<file path="src/rtl/abs_diff_eval_pkg.sv">
// Shared types and arithmetic helpers for the abs_diff approximate-circuit evaluator.
package abs_diff_eval_pkg;

    typedef enum logic [1:0] {
        IDLE  = 2'd0,
        SWEEP = 2'd1,
        DRAIN = 2'd2,
        DONE  = 2'd3
    } eval_state_t;

    localparam int unsigned CALC_W = 32;

    function automatic logic [CALC_W-1:0] exact_abs_diff(input logic [CALC_W-1:0] a,
                                                         input logic [CALC_W-1:0] b);
        return (a >= b) ? (a - b) : (b - a);
    endfunction

    // Absolute error between exact and approximate results, clamped to out_w bits.
    function automatic logic [CALC_W-1:0] sat_abs_err(input logic [CALC_W-1:0] exact,
                                                      input logic [CALC_W-1:0] apx,
                                                      input int unsigned       out_w);
        logic [CALC_W-1:0] diff;
        logic [CALC_W-1:0] lim;
        diff = (exact >= apx) ? (exact - apx) : (apx - exact);
        lim  = (32'd1 << out_w) - 32'd1;
        return (diff > lim) ? lim : diff;
    endfunction

endpackage

</file>
<file path="src/rtl/abs_diff_error_monitor_if.sv">
// Bundle between the evaluator and the approximate circuit / controlling environment.
interface abs_diff_error_monitor_if #(
    parameter int unsigned IN_W  = 4,
    parameter int unsigned OUT_W = 3
);
    logic                    start_i;
    logic [IN_W-1:0]         vec_o;
    logic [OUT_W-1:0]        apx_i;
    logic                    busy_o;
    logic                    done_o;
    logic                    pass_o;
    logic [OUT_W-1:0]        max_err_o;
    logic [IN_W:0]           viol_cnt_o;
    logic [OUT_W+IN_W-1:0]   err_sum_o;

    modport slave (
        input  start_i, apx_i,
        output vec_o, busy_o, done_o, pass_o, max_err_o, viol_cnt_o, err_sum_o
    );

    modport master (
        output start_i, apx_i,
        input  vec_o, busy_o, done_o, pass_o, max_err_o, viol_cnt_o, err_sum_o
    );
endinterface

</file>
<file path="src/rtl/abs_diff_err_stage.sv">
// Stage-2 error compute plus max / violation / sum accumulators.
// Optional feature macro: ABS_DIFF_ERR_SUM_EN builds the error-sum accumulator.
module abs_diff_err_stage
    import abs_diff_eval_pkg::*;
#(
    parameter int unsigned IN_W  = 4,
    parameter int unsigned OUT_W = 3,
    parameter int unsigned ET    = 4
) (
    input  logic                  clk,
    input  logic                  rst_n,
    input  logic                  i_clr,
    input  logic                  i_vld,
    input  logic [IN_W-1:0]       i_vec,
    input  logic [OUT_W-1:0]      i_apx,
    output logic [OUT_W-1:0]      o_max_err,
    output logic [OUT_W-1:0]      o_max_nxt,
    output logic [IN_W:0]         o_viol_cnt,
    output logic [OUT_W+IN_W-1:0] o_err_sum
);

    localparam int unsigned HALF_W = IN_W / 2;

    logic [HALF_W-1:0] w_a;
    logic [HALF_W-1:0] w_b;
    logic [HALF_W-1:0] w_exact_h;
    logic [OUT_W-1:0]  w_exact;
    logic [OUT_W-1:0]  w_err;
    logic              w_viol;
    logic              w_new_max;

    logic [OUT_W-1:0]  r_max_err;
    logic [IN_W:0]     r_viol_cnt;

    assign w_a       = i_vec[HALF_W-1:0];
    assign w_b       = i_vec[IN_W-1:HALF_W];
    assign w_exact_h = HALF_W'(exact_abs_diff(32'(w_a), 32'(w_b)));
    assign w_exact   = OUT_W'(w_exact_h);
    assign w_err     = OUT_W'(sat_abs_err(32'(w_exact), 32'(i_apx), OUT_W));
    assign w_viol    = (32'(w_err) > ET);
    assign w_new_max = i_vld && (w_err > r_max_err);

    // Look-ahead of the max register so the parent can grade pass/fail on the retiring edge.
    assign o_max_nxt  = i_clr ? '0 : (w_new_max ? w_err : r_max_err);
    assign o_max_err  = r_max_err;
    assign o_viol_cnt = r_viol_cnt;

    always_ff @(posedge clk or negedge rst_n) begin
        if (!rst_n) begin
            r_max_err  <= '0;
            r_viol_cnt <= '0;
        end else if (i_clr) begin
            r_max_err  <= '0;
            r_viol_cnt <= '0;
        end else if (i_vld) begin
            if (w_new_max) r_max_err <= w_err;
            if (w_viol)    r_viol_cnt <= r_viol_cnt + (IN_W+1)'(1);
        end
    end

`ifdef ABS_DIFF_ERR_SUM_EN
    logic [OUT_W+IN_W-1:0] r_err_sum;

    always_ff @(posedge clk or negedge rst_n) begin
        if (!rst_n) begin
            r_err_sum <= '0;
        end else if (i_clr) begin
            r_err_sum <= '0;
        end else if (i_vld) begin
            r_err_sum <= r_err_sum + (OUT_W+IN_W)'(w_err);
        end
    end

    assign o_err_sum = r_err_sum;
`else
    assign o_err_sum = '0;
`endif

endmodule

</file>
<file path="src/rtl/abs_diff_error_monitor.sv">
// Exhaustive-sweep error monitor for an approximate |a-b| circuit: FSM, vector counter, S1 register.
// Optional feature macro: ABS_DIFF_ERR_SUM_EN (error-sum accumulator, otherwise err_sum_o = 0).
module abs_diff_error_monitor
    import abs_diff_eval_pkg::*;
#(
    parameter int unsigned IN_W  = 4,
    parameter int unsigned OUT_W = 3,
    parameter int unsigned ET    = 4
) (
    input  logic                    clk,
    input  logic                    rst_n,
    abs_diff_error_monitor_if.slave bus
);

    eval_state_t       r_state;
    eval_state_t       w_state_nxt;
    logic              w_clr;
    logic              w_last;
    logic              w_pass_nxt;

    logic [IN_W-1:0]   r_vec;
    logic              r_done;
    logic              r_pass;

    logic              r_vld_p1;
    logic [IN_W-1:0]   r_vec_p1;
    logic [OUT_W-1:0]  r_apx_p1;

    logic [OUT_W-1:0]  w_max_nxt;

    assign w_last = (r_vec == '1);

    always_ff @(posedge clk or negedge rst_n) begin
        if (!rst_n) r_state <= IDLE;
        else        r_state <= w_state_nxt;
    end

    always_comb begin
        w_state_nxt = r_state;
        w_clr       = 1'b0;
        case (r_state)
            IDLE, DONE: begin
                if (bus.start_i) begin
                    w_state_nxt = SWEEP;
                    w_clr       = 1'b1;
                end
            end
            SWEEP:   if (w_last) w_state_nxt = DRAIN;
            DRAIN:   w_state_nxt = DONE;
            default: w_state_nxt = IDLE;
        endcase
    end

    always_ff @(posedge clk or negedge rst_n) begin
        if (!rst_n) begin
            r_vec    <= '0;
            r_vld_p1 <= 1'b0;
            r_done   <= 1'b0;
            r_pass   <= 1'b0;
        end else begin
            if (w_clr)                 r_vec <= '0;
            else if (r_state == SWEEP) r_vec <= r_vec + IN_W'(1);
            r_vld_p1 <= (r_state == SWEEP);
            r_done   <= (r_state == DRAIN);
            if (w_clr)                 r_pass <= 1'b0;
            else if (r_state == DRAIN) r_pass <= w_pass_nxt;
        end
    end

    // Stage 1: capture the driven vector with its settled approximate result
    always_ff @(posedge clk) begin
        if (r_state == SWEEP) begin
            r_vec_p1 <= r_vec;
            r_apx_p1 <= bus.apx_i;
        end
    end

    // Stage 2: error compute and accumulation
    abs_diff_err_stage #(
        .IN_W  (IN_W),
        .OUT_W (OUT_W),
        .ET    (ET)
    ) u_err_stage (
        .clk        (clk),
        .rst_n      (rst_n),
        .i_clr      (w_clr),
        .i_vld      (r_vld_p1),
        .i_vec      (r_vec_p1),
        .i_apx      (r_apx_p1),
        .o_max_err  (bus.max_err_o),
        .o_max_nxt  (w_max_nxt),
        .o_viol_cnt (bus.viol_cnt_o),
        .o_err_sum  (bus.err_sum_o)
    );

    assign w_pass_nxt = (32'(w_max_nxt) <= ET);

    assign bus.vec_o  = r_vec;
    assign bus.busy_o = (r_state == SWEEP) || (r_state == DRAIN);
    assign bus.done_o = r_done;
    assign bus.pass_o = r_pass;

endmodule

</file>
<file path="src/flat_wrapper.sv">
// flat-port wrapper written by rule: the top's interface ports become plain ports
module abs_diff_error_monitor_flat import abs_diff_eval_pkg::*;
#(
    parameter int unsigned IN_W  = 4,
    parameter int unsigned OUT_W = 3,
    parameter int unsigned ET    = 4
)
  (clk, rst_n, bus_start_i, bus_apx_i, bus_vec_o, bus_busy_o, bus_done_o, bus_pass_o, bus_max_err_o, bus_viol_cnt_o, bus_err_sum_o);
  abs_diff_error_monitor_if #(.IN_W(IN_W), .OUT_W(OUT_W)) bus_i ();
  input  logic clk;
  input  logic rst_n;
  input wire logic [$bits(bus_i.start_i)-1:0] bus_start_i;
  input wire logic [$bits(bus_i.apx_i)-1:0] bus_apx_i;
  output wire logic [$bits(bus_i.vec_o)-1:0] bus_vec_o;
  output wire logic [$bits(bus_i.busy_o)-1:0] bus_busy_o;
  output wire logic [$bits(bus_i.done_o)-1:0] bus_done_o;
  output wire logic [$bits(bus_i.pass_o)-1:0] bus_pass_o;
  output wire logic [$bits(bus_i.max_err_o)-1:0] bus_max_err_o;
  output wire logic [$bits(bus_i.viol_cnt_o)-1:0] bus_viol_cnt_o;
  output wire logic [$bits(bus_i.err_sum_o)-1:0] bus_err_sum_o;
  assign bus_i.start_i = bus_start_i;
  assign bus_i.apx_i = bus_apx_i;
  assign bus_vec_o = bus_i.vec_o;
  assign bus_busy_o = bus_i.busy_o;
  assign bus_done_o = bus_i.done_o;
  assign bus_pass_o = bus_i.pass_o;
  assign bus_max_err_o = bus_i.max_err_o;
  assign bus_viol_cnt_o = bus_i.viol_cnt_o;
  assign bus_err_sum_o = bus_i.err_sum_o;
  abs_diff_error_monitor #(.IN_W(IN_W), .OUT_W(OUT_W), .ET(ET)) u_core (.clk(clk), .rst_n(rst_n), .bus(bus_i));
endmodule
</file>
<file path="config.mk">
export PLATFORM = sky130hd
export DESIGN_NAME = abs_diff_error_monitor_flat
export DESIGN_NICKNAME = d
export VERILOG_FILES = /design/src/rtl/abs_diff_eval_pkg.sv /design/src/rtl/abs_diff_error_monitor_if.sv /design/src/rtl/abs_diff_err_stage.sv /design/src/rtl/abs_diff_error_monitor.sv /design/src/flat_wrapper.sv
export SDC_FILE = /design/constraint.sdc
export NUM_CORES = 1
export LEC_CHECK = 0
export CAP_MARGIN = 20
export CELL_PAD_IN_SITES_DETAIL_PLACEMENT = 1
export CELL_PAD_IN_SITES_GLOBAL_PLACEMENT = 1
export CORE_ASPECT_RATIO = 1.2
export CORE_UTILIZATION = 37
export CTS_CLUSTER_SIZE = 12
export DETAILED_ROUTE_END_ITERATION = 12
export GPL_TIMING_DRIVEN = 1
export PLACE_DENSITY = 0.88
export SLEW_MARGIN = 10
export SYNTH_ARGS = -nofsm -noshare
export SYNTH_HDL_FRONTEND = slang
export SYNTH_SLANG_ARGS = --single-unit
</file>
<file path="constraint.sdc">
create_clock -name clk -period 3.8 [get_ports clk]
set_clock_uncertainty 0.1 [all_clocks]
set_input_delay 0.76 -clock clk [delete_from_list [all_inputs] [get_ports clk]]
set_output_delay 0.76 -clock clk [all_outputs]
set_load 0.05 [all_outputs]
</file>
---- Word-level counts from Yosys, hierarchy flattened ----
Index checks and enable logic that the tools add are counted.
word-level totals
  bits in registers ....................... 24
  bits in latches ......................... 0
  bits in writable memories ............... 0
  memory bits (read-only) ................. 0
  bits of input ports ..................... 6
  output and inout port bits .............. 22
  word-level logic and storage cells ...... 56
  memories ................................ 0
cells by class
  add/subtract/negate cells ............... 6
  $mul .................................... 0
  divide/modulo/power cells ............... 0
  $lt $le $gt $ge ......................... 6
  equality and inequality tests ........... 6
  shift operators ......................... 0
  multiplexer cells ....................... 19
  bitwise logic cells ..................... 0
  reductions and logical operators ........ 10
operators by type and width
  operator               count
  $gt A32 B3 Y1 const B  1
  $mux W32               1
  $mux W3                5
  $mux W5                3
  $mux W4                2
  $reduce_bool A2 Y1     4
  $mux W2                3
  $pmux W2 S3            1
  $add A5 B1 Y5 const B  1
  $add A4 B1 Y4 const B  1
  $eq A2 B2 Y1 const B   2
  $eq A4 B4 Y1 const B   1
  $mux W1                4
  $reduce_and A2 Y1      2
  $sub A2 B2 Y2          2
  $sub A2 B3 Y4          1
  $sub A3 B2 Y4          1
  $ge A2 B3 Y1           1
  $gt A3 B3 Y1           1
  $gt A3 B3 Y1 const B   1
  $le A3 B3 Y1 const B   1
  $eq A2 B1 Y1 const B   1
  $ge A2 B2 Y1           1
  $logic_not A2 Y1       1
  other kinds (5)        5

---- Depth between registers and ports, before layout ----
Gate-level depths: netlist of run 1.
  depth in word-level cells ............... 13
  gate-level depth with buffers ........... 19
  mapped depth without buffers ............ 19

---- Hierarchy ----
Synthesis of run 1 repeated with hierarchy kept, for this count alone.
unflattened totals
  cell total of the unflattened synthesis .. 169
  area, all modules ....................... 1697.9 um^2
by module, submodules not included
  module                  instances  cells each  area an instance (um^2)  sequential area each (um^2)
  abs_diff_err_stage      1          124         1066.0                   200.2
  abs_diff_error_monitor  1          45          631.9                    435.4

---- Worst setup path after synthesis of run 1 ----
OpenSTA, ideal clock, no wires.
  path kind ............................... flip-flop to flip-flop
  start ................................... register u_core.r_vec_p1[2]
  end ..................................... register u_core.r_pass (netlist: u_core.bus.pass_o)
  library setup time ...................... 0.124 ns
  data arrival time ....................... 3.875 ns
  required time ........................... 3.576 ns
  slack ................................... -0.299 ns
  stages on the path, launching flop included .. 17
  cells stage by stage .................... edfxtp_1 -> ha_1 -> fa_1 -> a31oi_1 -> a21o_1 -> inv_1 -> fa_1 -> inv_1 -> ha_1 -> o221ai_1 -> o41a_1 -> ha_1 -> nand2_1 -> nor3_2 -> mux2i_1 -> mux2_1 -> o31a_1
on the way
  longest elaborated chain between the ends .. 13
RTL lines
  item                                                  line                          text
  start, declared                                       abs_diff_error_monitor.sv:26  logic [IN_W-1:0] r_vec_p1;
  start signal, assigned                                abs_diff_error_monitor.sv:73  r_vec_p1 <= r_vec;
  $sub A2 B2 Y2 / $ge A2 B2 Y1 (equally long branches)  abs_diff_eval_pkg.sv:15       return (a >= b) ? (a - b) : (b - a);
  $mux W2 (*)                                           abs_diff_eval_pkg.sv:15
  $sub A3 B2 Y4 (tied with other cells)                 abs_diff_eval_pkg.sv:24       diff = (exact >= apx) ? (exact - apx) : (apx - exact);
  $mux W32 (*)                                          abs_diff_eval_pkg.sv:24
  $gt A32 B3 Y1                                         abs_diff_eval_pkg.sv:26       return (diff > lim) ? lim : diff;
  $mux W3 (*)                                           abs_diff_eval_pkg.sv:26
  $gt A3 B3 Y1                                          abs_diff_err_stage.sv:41      assign w_new_max = i_vld && (w_err > r_max_err);
  $logic_and A1 B1 Y1                                   abs_diff_err_stage.sv:41
  $mux W3 (*)                                           --
  $mux W3 (*)                                           abs_diff_err_stage.sv:44      assign o_max_nxt = i_clr ? '0 : (w_new_max ? w_err : r_max_err);
  $le A3 B3 Y1 (*)                                      abs_diff_error_monitor.sv:96  assign w_pass_nxt = (32'(w_max_nxt) <= ET);
  $mux W1 (*)                                           abs_diff_error_monitor.sv:66  else if (r_state == DRAIN) r_pass <= w_pass_nxt;
  $mux W1 (*)                                           abs_diff_error_monitor.sv:65  if (w_clr) r_pass <= 1'b0;
  end signal, assigned                                  abs_diff_error_monitor.sv:66
  end, declared                                         abs_diff_error_monitor.sv:23  logic r_pass;
Every way passes the cells marked *; elsewhere a longest branch is shown, timed or not. The select of a mux whose other input is x is not followed.
A chain may end at the register's enable or synchronous reset.

---- Worst setup path in the final report of run 1 ----
  start ................................... register u_core.r_vec_p1[0]
  end ..................................... register u_core.r_pass (netlist: u_core.bus.pass_o)
Same word-level chain as after synthesis.

==> results of run 1 <==
-- worst paths after layout --
check	startpoint	endpoint	slack, ps	depth (start not counted)
max in group asynchronous	rst_n	u_core.bus.pass_o	2250	1
worst min register to register	u_core.bus.vec_o[1]	u_core.r_vec_p1[1]	480	0
worst max register to register	u_core.r_vec_p1[0]	u_core.bus.pass_o	-440	20
min in group asynchronous	rst_n	u_core.r_vld_p1	850	1
worst max-delay path	u_core.r_vec_p1[0]	u_core.bus.pass_o	-440	20
worst min-delay path	u_core.bus.vec_o[1]	u_core.r_vec_p1[1]	480	0
-- logic make-up after synthesis --
group	share of synthesized area (%)
AOI/OAI and AO/OA	14.3
xor gates and xnor gates	3.90
adders and majority gates	16.6
buffers and inverters	9.08
DFF	40.4
muxes	3.90
other	0.239
and+or+nand+nor	11.5
-- routing by layer --
metal  routed length (um)  global-route usage, %  vias to the layer above  part of all wire, %
met5                    0                      0                        -                    0
met4                  142                   8.40                        0                  3.2
met3                   98                   1.76                       12                  2.2
met2                 2560                   39.7                       32                   58
met1                 1620                   22.9                      625                   37
li1                     -                      -                      566                    -
-- what timing repair did --
item	4_1_cts	5_1_grt
endpoints found under the hold margin	0	0
pin swaps	10	7
endpoints found under the setup margin	4	5
setup buffers	3	1
gates resized for setup	10	13
-- flip-flops by register name (all words and copies together) (netlist names) --
name and cells:
u_core.bus.done_o 1, u_core.r_vec_p1 4, u_core.r_apx_p1 3, u_core.u_err_stage.o_max_err 3, u_core.r_vld_p1 1, u_core.r_state 2, u_core.bus.pass_o 1, u_core.bus.vec_o 4
u_core.u_err_stage.o_viol_cnt 5
-- placed cells by master, fill, tap and decap left out, drive strengths merged, types with 2 or more instances in the layout --
| cell type | n |
|---|---|
| o2111ai | 2 |
| o21ai | 5 |
| dfrtp | 17 |
| a31oi | 2 |
| nand2 | 4 |
| fa | 3 |
| nand2b | 3 |
| conb | 7 |
| ha | 16 |
| a21oi | 3 |
| o221ai | 2 |
| buf | 19 |
| xor2 | 5 |
| xnor2 | 2 |
| inv | 20 |
| and2b | 2 |
| edfxtp | 7 |
| clkdlybuf4s50 | 20 |
| nor2b | 2 |
| nor2 | 18 |
| clkbuf | 3 |
| mux2i | 5 |
| o41a | 2 |
| a21o | 2 |
-- layout make-up --
type / instances / share of cell area [%]
repair buffers: 39 / 16.4
well taps: 54 / 3.16
clock inverters: 1 / 1.40
multi-input cells: 101 / 44.0
flip-flops and latches: 24 / 29.7
clock buffers: 3 / 1.93
inverters: 20 / 3.51
-- through the flow --
| stage | setup TNS (ps) | std cells | worst slack (ps) | utilization, % |
|---|---|---|---|---|
| after floorplan | -242 | 154 | -242 | - |
| after detailed placement | -1300 | 234 | -495 | 48.1 |
| final | -1170 | 242 | -436 | 53.5 |
| after global placement | -649 | 234 | -340 | 48.1 |
| after CTS | -1050 | 241 | -444 | 51.6 |
| after global routing | -2030 | 242 | -613 | 53.5 |
==> results.cfg, run 1 <==
[clocking]
root_buffer = clkbuf_8
cts_hold_buf = 0
clkTransAtPathRegs_ps = 90
clock_sinks = 24
cts_buffer_depth = 2
clk_latency_ps = 270
cts_buffers = 3
htree_levels = 1
cts_tree = yes

[cells_and_area]
num_antenna_cells = 0
register_area_um2 = 636
syn_to_final_growth_pct = 36.2
nets = 214
fillers = 454
design_area_um2 = 2140
multiInputGateArea_um2 = 941
layout-drive-gt1-share_pct = 26.1

[floorplan]
io_pins = 28
row_count = 25
initial_core_util_pct = 39.2
fp.dieH_um = 73.4
die_w_um = 61.5
die_area_um2 = 4510
coreArea_um2 = 4000

[setup_path]
crit_required_ps = 3850
cp.arrival_ps = 4290
critical_path.cell_chain = inv_1 > ha_2 > fa_1 > a31oi_1 > a21o_1 > inv_2 > fa_2 > inv_2 > ha_4 > nor2_4 > o221ai_2 > o41a_1 > ha_4 > nand2_4 > buf_4 > o211ai_1 > mux2i_4 > buf_6 > mux2i_4 > o31a_1
path_delay_family = adder cells
end_kind = register
cpMaxStageDelayCell = fa_1
critPathLaunchType = register
path_class = register to register
cp_max_fo = 3
critPathBufInv = 5
max_stage_delay_ps = 410

[route]
drt-pass1-iter-count = 4
vias = 1235
remaining_drc_errors = 0
wl_um = 4410
ant_nets = 0
via_per_inst = 5.10
routedWlPerCell_um = 18.2
drtIter0Drc = 27

[synth]
synth.distinct_cells = 42
yosysMostFrequentCell = inv_1
async_flop_share_pct = 70.8
synth.area.top_cells = dfrtp_1, edfxtp_1, ha_1
ys_seq_area_share_pct = 40.4
synth_flop_cell = dfrtp_1
synth_enable_flop_cells = 7
synthTopCellsByCount = inv_1, nor2_1, dfrtp_1
ys_ff_latch = 24
synth_top_area_share_pct = 27.1
postSynthCellCount = 148
netlist_area_um2 = 1570
yosysTopAreaCell = dfrtp_1
syn_area_per_cell_um2 = 10.6
ys_warn_count = 0

[global_routing]
grt_first_pass_wirelength_um = 6780
grt_max_degree = 18
grt_usage_pct = 20.9
overflow = 0
antenna_found_initial = 0
first_global_vias = 1364

[run]
drv_cap = 0

[sta]
hold_slack_ps = 479
min_period_over_period_pct = 111
fmax_mhz = 236
layout_setup_ws_ps = -436
period_needed_ps = 4240
rsz0062_at_grt = yes
max_slew_margin_pct = 40.5
finalMaxSlewViolations = 0
tightest_slew_ps = 889
setup_violations = 3
hold_violations = 0

[placement]
gp_congestion = 0.798
io_buffer_count = 20
postPlaceCellArea_um2 = 1930
dp_hpwl_um = 2950

[run_status]
outcome = finished, violations left
violations = setup timing

[hold_path]
hold_class = register to register
Power of run 1 is not shown: default switching activity piles up to over one toggle a cycle in this logic, so the estimate is an artifact.
==> run 2, diff against run 1 <==
--- a/config.mk
+++ b/config.mk
@@ -9,6 +9,7 @@
 export CELL_PAD_IN_SITES_DETAIL_PLACEMENT = 1
 export CELL_PAD_IN_SITES_GLOBAL_PLACEMENT = 1
 export CORE_ASPECT_RATIO = 1.2
+export CORE_MARGIN = 3
 export CORE_UTILIZATION = 37
 export CTS_CLUSTER_SIZE = 12
 export DETAILED_ROUTE_END_ITERATION = 12
==> run 2 against run 1 <==
  * Non-clock buffer count is 1 lower
  * The flow still finishes with violations (setup timing)
  * Final cell count is 0.41% lower
  * Critical path type unchanged
  * Critical path depth is 3 lower
  * First-iteration DRC count is 3.7% lower
  * Worst hold slack worse by 25 ps
  * Flip-flop and latch count stayed put
==> results.cfg, run 2 (same netlist as run 1, synthesis figures left out) <==
[cells_and_area]
fillers = 460
layout_common_cells = clkdlybuf4s50_1, inv_1, nor2_1, buf_4, dfrtp_1
layout-drive-gt1-share_pct = 26.2
final_common_cell = clkdlybuf4s50_1
final_util_pct = 52.3
syn_to_final_growth_pct = 33.2
largest_reg_flops = 5
multiInputGateArea_um2 = 931
nets = 213
stdcell_count = 241
register_area_um2 = 636
num_antenna_cells = 0

[global_routing]
grt_first_pass_wirelength_um = 6290
grtUsageMet3_pct = 2.60
grt_max_degree = 18
antenna_found_initial = 0
first_global_vias = 1308
use_met2_pct = 30.6
overflow = 0
met1_usage_pct = 17.9
grt-busiest-layer = met2
grt_usage_pct = 16.1

[floorplan]
die_w_um = 65.5
initial_core_util_pct = 39.2
row_count = 25
die_area_um2 = 5070
coreArea_um2 = 4000
fp.dieH_um = 77.4
io_pins = 28

[clocking]
clk_latency_ps = 270
cts_buffer_depth = 2
root_buffer = clkbuf_8
cts_buffers = 3
htree_levels = 1
cts_hold_buf = 0
clock_sinks = 24
cts_tree = yes
clkTransAtPathRegs_ps = 80

[sta]
min_period_over_period_pct = 109
fmax_mhz = 242
tightest_slew_ps = 939
layout_setup_ws_ps = -340
finalMaxSlewViolations = 0
setup_violations = 3
hold_violations = 0
period_needed_ps = 4140
rsz0062_at_grt = yes
tns_ps = -889
max_slew_margin_pct = 37.1

[setup_path]
end_kind = register
path_delay_family = adder cells
max_stage_delay_ps = 530
cpMaxStageDelayCell = fa_2
crit_required_ps = 3860
cp.arrival_ps = 4200
critPathLaunchType = register
cp_max_fo = 2
critPathBufInv = 5
critical_path.cell_chain = inv_1 > ha_2 > fa_1 > a31oi_1 > a21o_1 > buf_6 > fa_2 > inv_2 > o41a_4 > ha_4 > nand2_4 > buf_4 > o211ai_1 > mux2i_2 > buf_4 > mux2i_2 > o31a_1
path_class = register to register

[placement]
dp_hpwl_um = 2950
io_buffer_count = 20
dp_cells = 233
gp_congestion = 0.773
post-place-ws_ps = -612

[route]
vias = 1163
via_per_inst = 4.83
wl_um = 3900
ant_nets = 0
remaining_drc_errors = 0
drt-pass1-iter-count = 2
drtIter0Drc = 26
routedWlPerCell_um = 16.2

[run_status]
violations = setup timing
outcome = finished, violations left

[hold_path]
hold_class = register to register

[run]
drv_cap = 0
run 2: cell count changes in the layout (fill, tap and decap cells not counted), moves of 2 or more:
cell	previous run	this run
mux2i_2	0	2
mux2i_4	2	0
nor2_1	15	17
nor2_2	2	0
nor2b_1	2	0
nor2b_2	0	2
run 2: area by class of cell:
cell class / instances / area share [%]
clock buffers: 3 / 1.97
flip-flops and latches: 24 / 30.4
well taps: 54 / 3.23
clock inverters: 1 / 0.179
multi-input cells: 101 / 44.5
inverters: 20 / 3.59
repair buffers: 38 / 16.2
run 2: per-stage QoR:
step	instance area [um^2]	hold WS, ps
finish	2090	454
global route	2090	474
CTS	2050	457
detailed placement	1920	438
global placement	1920	416
floorplan	1610	364
run 2: worst paths after layout:
path / from / to / slack, ps / cells past startpoint
max: u_core.r_vec_p1[0] / u_core.bus.pass_o / -340 / 17
min: u_core.bus.vec_o[3] / u_core.r_vec_p1[3] / 450 / 0
max reg2reg: u_core.r_vec_p1[0] / u_core.bus.pass_o / -340 / 17
min reg2reg: u_core.bus.vec_o[3] / u_core.r_vec_p1[3] / 450 / 0
max in group asynchronous: rst_n / u_core.u_err_stage.o_max_err[0] / 2270 / 1
min in group asynchronous: rst_n / u_core.r_state[0] / 840 / 1
run 2: repair_timing:
item,4_1_cts,5_1_grt
endpoints found under the setup margin,4,4
resized for setup,11,10
pin swaps,9,7
buffers inserted,2,2
run 2: per-layer routing:
| layer | wire length [um] | vias up | part of all wire [%] |
|---|---|---|---|
| met1 | 1510 | 573 | 39 |
| met3 | 91 | 6 | 2.3 |
| met5 | 0 | - | 0 |
| met2 | 2250 | 18 | 58 |
| li1 | - | 566 | - |
| met4 | 55 | 0 | 1.4 |
Power of run 2 is left out for the same reason.
==> run 3, diff against run 2 <==
--- a/config.mk
+++ b/config.mk
@@ -10,11 +10,12 @@
 export CELL_PAD_IN_SITES_GLOBAL_PLACEMENT = 1
 export CORE_ASPECT_RATIO = 1.2
 export CORE_MARGIN = 3
-export CORE_UTILIZATION = 37
+export CORE_UTILIZATION = 38
+export CTS_BUF_LIST = sky130_fd_sc_hd__clkbuf_4
 export CTS_CLUSTER_SIZE = 12
 export DETAILED_ROUTE_END_ITERATION = 12
 export GPL_TIMING_DRIVEN = 1
-export PLACE_DENSITY = 0.88
+export PLACE_DENSITY = 0.9
 export SLEW_MARGIN = 10
 export SYNTH_ARGS = -nofsm -noshare
 export SYNTH_HDL_FRONTEND = slang
==> constraint.sdc (replaced) <==
create_clock -name clk -period 3.8 [get_ports clk]
set_clock_uncertainty 0.1 [all_clocks]
set_input_delay 0.57 -clock clk [delete_from_list [all_inputs] [get_ports clk]]
set_output_delay 0.57 -clock clk [all_outputs]
set_load 0.05 [all_outputs]
==> run 3 against run 2 <==
  * The run still ends with setup timing left
  * Critical endpoint unchanged
  * Count of clock-buffer cells in the layout increased by 1
  * Critical path depth decreased by 1
  * Core utilization about the same
  * Setup slack got worse by 15 ps
  * Global-route usage increased by 1.2 points
==> results.cfg, run 3 (same netlist as run 1, synthesis figures left out) <==
[run_status]
outcome = finished, violations left
violations = setup timing

[floorplan]
row_count = 25
die_w_um = 64.7
die_area_um2 = 4950
initial_core_util_pct = 39.6
io_pins = 28
fp.dieH_um = 76.4
coreArea_um2 = 3970

[cells_and_area]
layout_common_cells = clkdlybuf4s50_1, inv_1, nor2_1, dfrtp_1, buf_4
final_common_cell = clkdlybuf4s50_1
nets = 211
largest_reg_flops = 5
final_util_pct = 52.3
multiInputGateArea_um2 = 947
register_area_um2 = 636
num_antenna_cells = 0
syn_to_final_growth_pct = 32.1
layout-drive-gt1-share_pct = 24.9
fillers = 443

[clocking]
clkTransAtPathRegs_ps = 130
cts_hold_buf = 0
root_buffer = clkbuf_4
clk_latency_ps = 310
cts_buffer_depth = 2
clock_sinks = 24
cts_tree = yes
cts_buffers = 3
htree_levels = 1

[sta]
hold_violations = 0
period_needed_ps = 4150
tightest_slew_ps = 945
setup_violations = 4
rsz0062_at_grt = yes
fmax_mhz = 241
finalMaxSlewViolations = 0
min_period_over_period_pct = 109
layout_setup_ws_ps = -355
max_slew_margin_pct = 36.8

[setup_path]
reg2reg_from = u_core.r_vec_p1[2]
path_delay_family = adder cells
cp.depth = 16
cp.arrival_ps = 4270
ff2ff_setup_slack_ps = -350
end_kind = register
critical_path.cell_chain = ha_2 > fa_1 > a31oi_1 > a21o_1 > buf_4 > fa_1 > xor2_1 > o41a_1 > ha_4 > a21o_1 > a21bo_2 > o31ai_2 > buf_4 > nor2_1 > mux2_4 > o31a_1
cp_max_fo = 3
rr_worst_depth = 16
cpMaxStageDelayCell = fa_1
max_stage_delay_ps = 490
critPathBufInv = 2
path_class = register to register
crit_required_ps = 3910
critPathLaunchType = register
r2r-end = u_core.bus.pass_o

[placement]
dp_hpwl_um = 2910
gp_congestion = 0.830
io_buffer_count = 20

[hold_path]
min_path_cells = 0
hold_start = u_core.bus.vec_o[3]
hold_class = register to register
min_to = u_core.r_vec_p1[3]

[route]
drtIter0Drc = 29
wl_um = 4070
via_per_inst = 4.90
drt-pass1-iter-count = 4
vias = 1171
remaining_drc_errors = 0
routedWlPerCell_um = 17.0
ant_nets = 0

[global_routing]
grt_max_degree = 18
overflow = 0
grt_usage_pct = 17.3
antenna_found_initial = 0
grt_first_pass_wirelength_um = 6770
first_global_vias = 1388

[run]
drv_cap = 0
==> run 3: changes by cell type in the layout (fill, tap and decap cells not counted), sizes merged <==
| cell | before | now |
|---|---|---|
| buf | 18 | 16 |
| clkbuf | 3 | 4 |
| clkinv | 1 | 0 |
==> run 3: area by class of cell <==
cell class	instances	area share, %
multi-input combinational	101	45.6
sequential	24	30.6
timing repair buffer	36	15.4
inverter	20	3.62
tap	54	3.25
clock buffer	4	1.45
==> run 3: worst reg2reg max path: stages (launching register included) <==
cell,delay [ps]
edfxtp_1,440
ha_2,210
fa_1,490
a31oi_1,50
a21o_1,220
buf_4,150
fa_1,380
xor2_1,180
o41a_1,390
ha_4,280
a21o_1,190
a21bo_2,230
o31ai_2,50
buf_4,160
nor2_1,40
mux2_4,270
o31a_1,230
==> run 3: worst max path at each step <==
stage                                   from                 to  slack (ps)
after detailed placement  u_core.r_vec_p1[2]  u_core.bus.pass_o        -460
after global routing      u_core.r_vec_p1[0]  u_core.bus.pass_o        -500
final                     u_core.r_vec_p1[2]  u_core.bus.pass_o        -350
after global placement    u_core.r_vec_p1[2]  u_core.bus.pass_o        -270
after floorplan           u_core.r_vec_p1[2]  u_core.bus.pass_o        -240
after CTS                 u_core.r_vec_p1[0]  u_core.bus.pass_o        -310
==> run 3: routing by layer <==
metal  global-route usage, %  share of wire [%]  vias up
met3                    1.92                1.6        6
met2                    33.0                 59       17
met4                    5.07                1.2        0
met5                       0                  0        -
met1                    19.6                 39      587
li1                        -                  -      561
==> run 3: repair_timing <==
action | CTS | global route
resized for setup | 11 | 10
endpoints found under the hold margin | 0 | 0
setup endpoints to repair | 4 | 4
pin swaps | 10 | 8
setup buffers | 1 | 2
==> run 3: per-stage QoR <==
stage | TNS (ps) | cell area, um^2 | setup slack [ps] | instances | hold WS [ps]
after floorplan | -242 | 1610 | -242 | 154 | 174
after CTS | -677 | 2010 | -313 | 237 | 469
after detailed placement | -986 | 1910 | -460 | 232 | 439
final | -854 | 2080 | -355 | 239 | 476
after global placement | -540 | 1910 | -268 | 232 | 422
after global routing | -1520 | 2080 | -500 | 239 | 488
Power of run 3 is left out for the same reason.
